## config.mk

```make
export PLATFORM = sky130hd
export DESIGN_NAME = inst_fetch_unit
export DESIGN_NICKNAME = d
export VERILOG_FILES = /design/src/rtl/inst_fetch_unit.sv
export SDC_FILE = /design/constraint.sdc
export NUM_CORES = 1
export LEC_CHECK = 0
export BUFFER_PORTS_ARGS = -buffer_cell sky130_fd_sc_hd__buf_2
export CORE_UTILIZATION = 47
export CTS_CLUSTER_SIZE = 28
export DETAILED_ROUTE_END_ITERATION = 8
export PLACE_DENSITY = 0.69
export SLEW_MARGIN = 20
export SYNTH_ARGS = -nofsm -noshare
export SYNTH_HDL_FRONTEND = slang
export SYNTH_SLANG_ARGS = --single-unit
```

## constraint.sdc

```tcl
create_clock -name clk -period 6.9 [get_ports clk]
set_clock_uncertainty 0.1 [all_clocks]
set_input_delay 1.035 -clock clk [delete_from_list [all_inputs] [get_ports clk]]
set_output_delay 1.035 -clock clk [all_outputs]
set_load 0.05 [all_outputs]
```

## src/rtl/inst_fetch_unit.sv

```systemverilog
// HISOC instruction fetch front end: owns the PC, issues word reads to the
// synchronous instruction memory and hands {pc, inst} pairs to decode.
module inst_fetch_unit #(
  parameter logic [31:0] RESET_PC = 32'h0000_0000,
  parameter int unsigned MEM_AW   = 10
) (
  input  logic              clk,
  input  logic              rst,
  input  logic              enable,
  output logic              imem_en,
  output logic [MEM_AW-1:0] imem_addr,
  input  logic [31:0]       imem_rdata,
  input  logic              redirect_valid,
  input  logic [31:0]       redirect_pc,
  output logic              if_valid,
  output logic [31:0]       if_pc,
  output logic [31:0]       if_inst,
  input  logic              if_ready
);

  typedef struct packed {
    logic [31:0] pc;
    logic [31:0] inst;
  } fetch_ent_t;

  logic [31:0] fetch_pc;
  logic [31:0] inflight_pc;
  logic        inflight;
  logic        kill;
  logic [1:0]  count;
  logic [2:0]  occ;
  logic        pop;
  logic        push;
  logic        issue;
  fetch_ent_t  ent0;
  fetch_ent_t  ent1;
  fetch_ent_t  ret;

  assign if_valid = (count != 2'd0);
  assign if_pc    = ent0.pc;
  assign if_inst  = ent0.inst;

  assign pop  = if_valid && if_ready;
  // a redirect always lands on the cycle the stale read returns
  assign kill = redirect_valid;
  assign push = inflight && !kill;
  assign ret  = '{pc: inflight_pc, inst: imem_rdata};

  assign occ = {1'b0, count}
             + {2'b00, inflight}
             - {2'b00, pop};

  assign issue = !rst && enable
              && !redirect_valid
              && (occ < 3'd2);

  assign imem_en   = issue;
  assign imem_addr = fetch_pc[MEM_AW+1:2];

  always_ff @(posedge clk or posedge rst) begin
    if (rst) begin
      fetch_pc    <= RESET_PC;
      inflight_pc <= '0;
      inflight    <= 1'b0;
      count       <= 2'd0;
      ent0        <= '0;
      ent1        <= '0;
    end else begin
      inflight <= issue;
      if (issue)
        inflight_pc <= fetch_pc;

      if (redirect_valid)
        fetch_pc <= redirect_pc & 32'hFFFF_FFFC;
      else if (issue)
        fetch_pc <= fetch_pc + 32'd4;

      if (redirect_valid) begin
        count <= 2'd0;
      end else begin
        // ent0 is the head; ent1 only ever holds the second entry
        unique case (1'b1)
          push && pop: begin
            if (count == 2'd2) begin
              ent0 <= ent1;
              ent1 <= ret;
            end else begin
              ent0 <= ret;
            end
          end
          pop && !push: begin
            ent0  <= ent1;
            count <= count - 2'd1;
          end
          push && !pop: begin
            if (count == 2'd0)
              ent0 <= ret;
            else
              ent1 <= ret;
            count <= count + 2'd1;
          end
          default: ;
        endcase
      end
    end
  end

endmodule

```

==> results_dict.tcl, run 1 <==
set metrics [dict create \
    outcome "complete, no violations" \
    antenna_cells 0 \
    worst_pin_slew_ps 843 \
    comb_power_share_pct 41.9 \
    met3_usage_pct 3.93 \
    crit_fanout 9 \
    p_seq_share_pct 36.6 \
    setup_tns_ps 0 \
    pin_count 145 \
    placed_cell_area_um2 9310 \
    cts.sinks 188 \
    place.gp.congestion 0.933 \
    cts_tree "done" \
    layout.nets 991 \
    fin_area_um2 10000 \
    synth-seq-area-share_pct 55.1 \
    die_x_um 137 \
    h-tree-depth 4 \
    synth_area_leader_cell "dfrtp_1" \
    nFillCells 1532 \
    ys_types 59 \
    root_buffer "clkbuf_16" \
    dpl.cell_count 1119 \
    drc 0 \
    cts_made_buffers 17 \
    via_per_inst 5.67 \
    place_ws_ps 2430 \
    p_int_uw 2910 \
    cp_slowest_stage_delay_ps 490 \
    layout.cells.non_filler 1152 \
    grt_pass1_vias 6166 \
    maxCapViolations 0 \
    maxClockFrequency_mhz 222 \
    vias 6531 \
    post-route-min-period_ps 4500 \
    dp_hpwl_um 12700 \
    clkTransAtPathRegs_ps 60 \
    die_y_um 137 \
    finalHoldViolCount 0 \
    period_share_pct 65.2 \
    p_clk_share_pct 21.4 \
    drive_gt1_share_pct 28.3 \
    start_util_pct 48.7 \
    syn-num-nets 886 \
    setup_ws_ps 2400 \
    area_delta_synth_final_pct 17.1 \
    rsz0062_at_grt "false" \
    crit_type "reg2out" \
    routed_wirelength_um 19900 \
    synth-seq-cells 188 \
    ant_nets 0 \
    p_switching_uw 2190 \
    grt_use_met2_pct 33.4 \
    ir_drop_mv 0.273 \
    cts_resized 0 \
    insertion_delay_ps 430 \
    grt.total_usage_pct 22.6 \
    setup_viol 0 \
    end_kind "output port" \
    critPathLaunchType "register" \
    syn_inst 810 \
    power_density_nw_per_um2 510 \
    yosys.area.top_type_share_pct 55.1 \
    routedWlPerCell_um 17.3 \
    grt_max_degree 109 \
    die-area_um2 18700 \
    antenna_found_initial 0 \
    hold_buffers 0 \
    postCtsSetupBuffers 0 \
    syn_area_um2 8540 \
    gr-usage-met1_pct 33.2 \
    hp-class "reg2reg" \
    yosysWarnings 0 \
    cp.required_ps 5760 \
    clk_path_buf_depth 2 \
    path_cells "or2_2 -> nand2_1 -> inv_1 -> ha_1 -> nand2b_1 -> fa_1 -> xnor2_2 -> nand2_1 -> inv_1 -> buf_2" \
    cp_slowest_cell "dfrtp_1" \
    rows 48 \
    grt_pass1_wl_um 32500 \
    synth_flop_cell "dfrtp_1" \
    layout_common_cells "dfrtp_1, buf_2, nand2_1" \
    core_um2 17500 \
    drt-initial-drc-count 521 \
    crit_arrival_ps 3360 \
    slew_headroom_pct 43.8 \
    p_leak_uw 0.00461 \
    synth_edf_count 0 \
    hold_ws_ps 397 \
    synth_area_leaders "dfrtp_1, mux2_2, a22oi_1" \
    dr.pass1.iters 5 \
    grt_busiest_layer "met2" \
    syn_area_per_cell_um2 10.5 \
    final_common_cell "dfrtp_1" \
    globalRouteOverflowTotal 0 \
    synthArstFlopShare_pct 100 \
    port_buffers 142 \
    finalMaxSlewViolations 0 \
    swShare_pct 43.0 \
]
path summary, 6_finish.rpt:
check	start	end	slack (ps)	cells past startpoint
max	count[1]	imem_en	2400	10
min	inflight_pc[3]	inflight_pc[3]	400	2
max reg2reg	count[1]	fetch_pc[26]	2910	10
min reg2reg	inflight_pc[3]	inflight_pc[3]	400	2
max in group asynchronous	rst	ent1[3]	4910	3
min in group asynchronous	rst	inflight_pc[30]	620	2
kinds of logic after synthesis:
group	synth area share (%)
adders and majority gates	1.11
DFF	55.1
xor gates and xnor gates	0.601
muxes	8.80
and+or+nand+nor	14.6
AOI/OAI and AO/OA	15.5
buffers and inverters	4.31
cell type report:
class	instances	area [um2]	share of cell area [%]
inverters	12	52.6	0.526
well taps	225	282	2.82
clock inverters	10	186	1.86
clock buffers	21	470	4.70
repair buffers	152	801	8.01
multi-input cells	544	3500	35.0
flip-flops and latches	188	4700	47.0
registers in the layout, indices dropped and copies added, names as in the netlist:
register	count
fetch_pc	30
if_inst	32
count	2
inflight_pc	30
inflight	1
ent1	62
if_pc	31
cell usage after synthesis, types with 3 or more instances:
master and count:
clkbuf_1 28, nor3_1 13, a21o_1 5, buf_4 13
nor2_1 70, o211ai_1 5, and2_1 6, nand3_1 20
nor4_1 5, buf_2 20, dfrtp_1 188, a31oi_1 4
a22oi_1 65, mux2_2 65, a221o_1 7, o311ai_0 9
or4_1 3, a31o_2 3, o21ai_0 12, and3_1 5
and4_1 5, a211o_1 4, inv_1 12, nand2_1 110
ha_1 6, nor2b_1 5, a21oi_1 67, nand4_1 13
buf_1 4
metal layers:
layer / wire (um) / share of wire [%]
met1: 9440 / 47
met2: 8650 / 43
met3: 1420 / 7.2
met4: 375 / 1.9
met5: 0 / 0
worst max-delay path, delay by kind of cell (launching register included):
family | cells | cell delay [ps]
adders and majority gates | 2 | 710
DFF | 1 | 490
and+or+nand+nor | 4 | 840
xor gates and xnor gates | 1 | 450
buffers and inverters | 3 | 450
stage by stage:
step,power [uW],util [%]
detailed placement,4020,53.1
global route,5410,57.0
floorplan,3500,-
global placement,3970,53.1
finish,5100,57.0
CTS,5110,56.8
power groups by stage:
stage	sequential (uW)	clock (uW)	combinational, uW
after floorplan	2470	0	1030
after global placement	1870	0	2100
after detailed placement	1890	0	2130
after CTS	1870	1110	2140
after global routing	1940	1160	2310
final	1870	1090	2140
No activity file was read; power rests on OpenSTA's default activity.
==> inputs of run 2 (changes only) <==
--- a/config.mk
+++ b/config.mk
@@ -9,7 +9,7 @@
 export CORE_UTILIZATION = 47
 export CTS_CLUSTER_SIZE = 28
 export DETAILED_ROUTE_END_ITERATION = 8
-export PLACE_DENSITY = 0.69
+export PLACE_DENSITY = 0.71
 export SLEW_MARGIN = 20
 export SYNTH_ARGS = -nofsm -noshare
 export SYNTH_HDL_FRONTEND = slang
==> constraint.sdc (replaced) <==
create_clock -name clk -period 3.95 [get_ports clk]
set_clock_uncertainty 0.1 [all_clocks]
set_input_delay 0.5925 -clock clk [delete_from_list [all_inputs] [get_ports clk]]
set_output_delay 0.5925 -clock clk [all_outputs]
set_load 0.05 [all_outputs]
==> run 2 against run 1 <==
  * Clock-buffer cell count is 2 lower
  * Routed wire length down 0.66%
  * Via count is 1.0% higher
  * Die area did not move
  * Cell area is 0.64% higher
  * First-iteration DRC count down 24%
  * Global-route usage hardly changed
  * Setup slack worse by 2200 ps
  * Hold slack lost 160 ps
  * Power is 73% higher
==> results_dict.tcl, run 2 (same netlist as run 1, synthesis figures left out) <==
set metrics [dict create \
    power_uw 8830 \
    crit_arrival_ps 3070 \
    largest_register_ffs 62 \
    crit_path_start "count[0]" \
    power_density_nw_per_um2 878 \
    setup_viol 0 \
    worst_pin_slew_ps 768 \
    p_seq_share_pct 36.9 \
    maxClockFrequency_mhz 266 \
    outcome "complete, no violations" \
    p_leak_uw 0.00462 \
    p_int_uw 5000 \
    critPathLaunchType "register" \
    core_um2 17500 \
    root_buffer "clkbuf_16" \
    cp.required_ps 3260 \
    setup_tns_ps 0 \
    r2r_cells 10 \
    p_clk_share_pct 19.7 \
    cts.sinks 188 \
    drc 0 \
    area_delta_synth_final_pct 17.8 \
    post-route-min-period_ps 3760 \
    dp_hpwl_um 13100 \
    end_kind "output port" \
    antenna_cells 0 \
    rsz0062_at_grt "false" \
    h-tree-depth 4 \
    routed_wirelength_um 19800 \
    grt_pass1_vias 6338 \
    antenna_found_initial 0 \
    drt-initial-drc-count 397 \
    globalRouteOverflowTotal 0 \
    pin_count 145 \
    crit_fanout 9 \
    start_util_pct 48.7 \
    cp_slowest_cell "fa_1" \
    hp-class "in2async" \
    place_ws_ps 395 \
    layout.nets 998 \
    cp_slowest_stage_delay_ps 510 \
    timing.critical_path.to "imem_en" \
    port_buffers 142 \
    clkTransAtPathRegs_ps 70 \
    hold_buffers 0 \
    maxCapViolations 0 \
    vias 6597 \
    swShare_pct 43.4 \
    finalHoldViolCount 0 \
    die_y_um 137 \
    finalMaxSlewViolations 0 \
    clk_path_buf_depth 2 \
    layout_common_cells "dfrtp_1, buf_2, nand2_1" \
    grt_pass1_wl_um 33100 \
    insertion_delay_ps 420 \
    setup_ws_ps 190 \
    die-area_um2 18700 \
    ff2ff_setup_slack_ps 460 \
    place.gp.congestion 0.908 \
    crit_type "reg2out" \
    r2r-start "count[0]" \
    cts_tree "done" \
    path_cells "or2_2 -> nand2_1 -> inv_1 -> ha_1 -> nand2b_1 -> fa_1 -> and4bb_4 -> nand2_1 -> inv_1 -> clkbuf_4" \
    routedWlPerCell_um 17.1 \
    cts_made_buffers 17 \
    slew_headroom_pct 48.7 \
    dr.pass1.iters 5 \
    nFillCells 1528 \
    grt_max_degree 95 \
    largest-register "ent1" \
    hold_ws_ps 232 \
    drive_gt1_share_pct 28.7 \
    grt.total_usage_pct 22.6 \
    rows 48 \
    period_share_pct 95.2 \
    ant_nets 0 \
    die_x_um 137 \
    final_common_cell "dfrtp_1" \
    comb_power_share_pct 43.3 \
    via_per_inst 5.70 \
    ir_drop_mv 0.606 \
    r2r_end "fetch_pc[30]" \
    p_switching_uw 3830 \
]
[run 2: cell types whose count changed in the layout (fill, tap and decap cells not counted), moves of 2 or more]
cell / before / now
buf_12: 0 / 6
buf_4: 7 / 11
clkinvlp_4: 0 / 4
buf_6: 2 / 0
bufinv_16: 5 / 3
[run 2: critical path: cells and delay by family, from the launching register on]
kind,cells,cell delay (ps)
adders and majority gates,2,770
buffers and inverters,3,410
DFF,1,410
and+or+nand+nor,5,1070
[run 2: power groups by stage]
stage	Sequential, uW	Clock, uW	Combinational (uW)
floorplan	4320	0	1800
global placement	3260	0	3730
detailed placement	3300	0	3780
CTS	3270	1780	3800
global route	3390	1860	4150
finish	3260	1740	3830
[run 2: how the worst min path moves through the flow]
stage / end / cells after the start / slack (ps) / startpoint
floorplan: inflight_pc[8] / 2 / 360 / inflight_pc[8]
global placement: if_inst[31] / 1 / 390 / if_inst[31]
detailed placement: inflight_pc[17] / 2 / 390 / inflight_pc[17]
CTS: if_pc[24] / 2 / 240 / rst
global route: if_pc[28] / 2 / 280 / rst
finish: if_pc[24] / 2 / 230 / rst
[run 2: final cells by class]
type,count,area [um2],share of cell area (%)
multi-input cells,544,3510,34.9
well taps,225,282,2.80
flip-flops and latches,188,4700,46.7
repair buffers,159,916,9.10
inverters,12,48.8,0.485
clock buffers,19,453,4.50
clock inverters,11,145,1.44
[run 2: repair_timing]
item,CTS,global route
resized for setup,0,3
setup endpoints to repair,0,1
buffers inserted,0,2
[run 2: per-layer routing]
layer	track usage (%)	wire length, um	vias up
met3	3.78	1250	19
met1	32.8	9300	3214
met2	34.8	8970	214
met5	0	0	-
met4	6.29	223	0
li1	-	-	3150
[run 2: per-stage QoR]
step / instance area [um2] / std cells / utilization (%)
detailed placement: 9430 / 1126 / 53.8
global route: 10100 / 1158 / 57.4
finish: 10100 / 1158 / 57.4
floorplan: 8550 / 810 / -
CTS: 10000 / 1156 / 57.2
global placement: 9430 / 1126 / 53.8
==> inputs of run 3 (changes only) <==
--- a/config.mk
+++ b/config.mk
@@ -5,11 +5,12 @@
 export SDC_FILE = /design/constraint.sdc
 export NUM_CORES = 1
 export LEC_CHECK = 0
+export ABC_AREA = 1
 export BUFFER_PORTS_ARGS = -buffer_cell sky130_fd_sc_hd__buf_2
-export CORE_UTILIZATION = 47
+export CORE_UTILIZATION = 52
 export CTS_CLUSTER_SIZE = 28
 export DETAILED_ROUTE_END_ITERATION = 8
-export PLACE_DENSITY = 0.71
+export PLACE_DENSITY = 0.76
 export SLEW_MARGIN = 20
 export SYNTH_ARGS = -nofsm -noshare
 export SYNTH_HDL_FRONTEND = slang
==> run 3 against run 2 <==
  * The run now ends with DRC left
  * Combinational power up 13%
  * Synthesized cell count grew 83%
  * Core utilization rose by 2.7 points
  * Non-clock buffer count shrank 1
  * Register-to-register slack better by 150 ps
  * Clock-buffer cell count up 1
  * Flip-flop and latch count unchanged
  * Largest power group unchanged
==> results_dict.tcl, run 3 <==
set metrics [dict create \
    outcome "finished, violations left" \
    violations "DRC" \
    rsz0062_at_grt "false" \
    die_x_um 143 \
    maxCapViolations 0 \
    cts_resized 0 \
    globalRouteOverflowTotal 0 \
    maxClockFrequency_mhz 271 \
    final_common_cell "nand2_1" \
    post-route-min-period_ps 3690 \
    swShare_pct 47.8 \
    dpl.cell_count 1810 \
    vias 9542 \
    synth_area_leader_cell "dfrtp_1" \
    routed_wirelength_um 25200 \
    ir_drop_mv 0.376 \
    ys_types 29 \
    crit_fanout 18 \
    clk_path_buf_depth 2 \
    p_clk_share_pct 17.8 \
    synth-seq-area-share_pct 45.6 \
    crit_type "reg2out" \
    slew_headroom_pct 35.1 \
    synth_edf_count 0 \
    clkTransAtPathRegs_ps 70 \
    layout_common_cells "nand2_1, o21ai_0, dfrtp_1" \
    pin_count 145 \
    syn_inst 1482 \
    p_switching_uw 4420 \
    dr.pass1.iters 9 \
    grt_pass1_vias 8458 \
    grt.total_usage_pct 25.6 \
    via_per_inst 5.18 \
    cts_tree "done" \
    period_share_pct 93.4 \
    grt_pass1_wl_um 41400 \
    synthArstFlopShare_pct 100 \
    dp_hpwl_um 16000 \
    port_buffers 142 \
    drive_gt1_share_pct 14.5 \
    hold_buffers 0 \
    h-tree-depth 4 \
    ant_nets 0 \
    largest_register_ffs 62 \
    insertion_delay_ps 430 \
    rows 51 \
    crit_arrival_ps 3000 \
    syn_area_per_cell_um2 6.96 \
    synth-seq-cells 188 \
    fin_area_um2 11700 \
    syn-num-nets 1558 \
    drt-initial-drc-count 677 \
    setup_viol 0 \
    place_ws_ps 638 \
    post-route-util_pct 60.1 \
    syn_area_um2 10300 \
    cts.sinks 188 \
    finalHoldViolCount 0 \
    routedWlPerCell_um 13.7 \
    area_delta_synth_final_pct 13.4 \
    place.gp.congestion 0.883 \
    setup_ws_ps 259 \
    core_um2 19500 \
    worst_pin_slew_ps 974 \
    die_y_um 143 \
    hp-class "in2reg" \
    power_density_nw_per_um2 791 \
    yosys.area.top_type_share_pct 45.6 \
    synth.most_common_cell "nand2_1" \
    nFillCells 1780 \
    comb_power_share_pct 46.9 \
    synth_commonest_cells "nand2_1, o21ai_0, dfrtp_1" \
    largest-register "ent1" \
    cts_made_buffers 17 \
    root_buffer "clkbuf_16" \
    drc 2 \
    finalMaxSlewViolations 0 \
    p_leak_uw 0.00605 \
    start_util_pct 53.0 \
    critPathLaunchType "register" \
    grt_max_degree 189 \
    postCtsSetupBuffers 0 \
    synth_flop_cell "dfrtp_1" \
    layout.nets 1640 \
    p_int_uw 4840 \
    synth_area_leaders "dfrtp_1, nand2_1, o21ai_0" \
    layout.cells.non_filler 1842 \
    yosysWarnings 0 \
    end_kind "output port" \
    p_seq_share_pct 35.3 \
    antenna_found_initial 0 \
    placed_cell_area_um2 11100 \
    cp.required_ps 3260 \
    antenna_cells 0 \
    die-area_um2 20400 \
]
==> run 3: final timing paths <==
path                            slack [ps]           end  depth (start not counted)            from
min in group asynchronous              470      ent1[26]                          3             rst
worst max-delay path                   260       imem_en                         13        count[1]
worst min-delay path                   260   fetch_pc[2]                          3  redirect_pc[2]
worst min register to register         370   if_inst[22]                          2     if_inst[22]
worst max register to register         610  fetch_pc[28]                         15        count[1]
max in group asynchronous             2640      ent1[35]                          3             rst
==> run 3: critical path: stages, from the launching register on <==
cell     delay (ps)
dfrtp_1         460
nor2_1          180
inv_1           110
nand2_1         110
inv_1            90
ha_1            270
inv_1            50
nand2_1          50
fa_1            490
nand2_1          80
nor2_4          130
nand2_4         160
inv_2           100
buf_2           260
==> run 3: cell families (layout without fill, tap and decap cells) <==
logic type	Yosys count	in the layout	synth area share [%]
fa+ha+maj	7	7	0.922
compound gates	303	303	15.1
flops	188	188	45.6
simple gates	751	751	28.7
xor+xnor	1	1	0.0849
buf+inv	232	327	9.68
==> run 3: power groups by stage <==
stage	sequential, uW	combinational, uW	clock (uW)
final	3270	4340	1650
after global routing	3370	4840	1760
after CTS	3260	4350	1680
after detailed placement	3280	4310	0
after global placement	3240	4210	0
after floorplan	4130	2490	0
==> run 3: area by class of cell <==
class                      instances  area [um2]  share of cell area, %
inverter                         137         520                   4.45
clock buffer                      20         447                   3.82
clock inverter                    12         118                   1.01
tap                              265         332                   2.83
sequential                       188        4700                   40.2
multi-input combinational       1062        4680                   40.0
timing repair buffer             158         893                   7.64
==> run 3: metrics by stage <==
step / TNS [ps] / power (uW) / hold slack [ps]
2_1_floorplan: -22120 / 6630 / 353
3_3_place_gp: 0 / 7450 / 356
3_5_place_dp: 0 / 7600 / 361
4_1_cts: 0 / 9290 / 243
5_1_grt: 0 / 9960 / 282
6_report: 0 / 9260 / 256
==> run 3: per-layer routing <==
layer  global-route usage [%]  wire length, um  vias to the layer above
li1                         -                -                     4805
met1                     35.8            11700                     4410
met2                     41.6            11600                      306
met3                     4.59             1640                       21
met4                     5.26              258                        0
met5                        0                0                        -
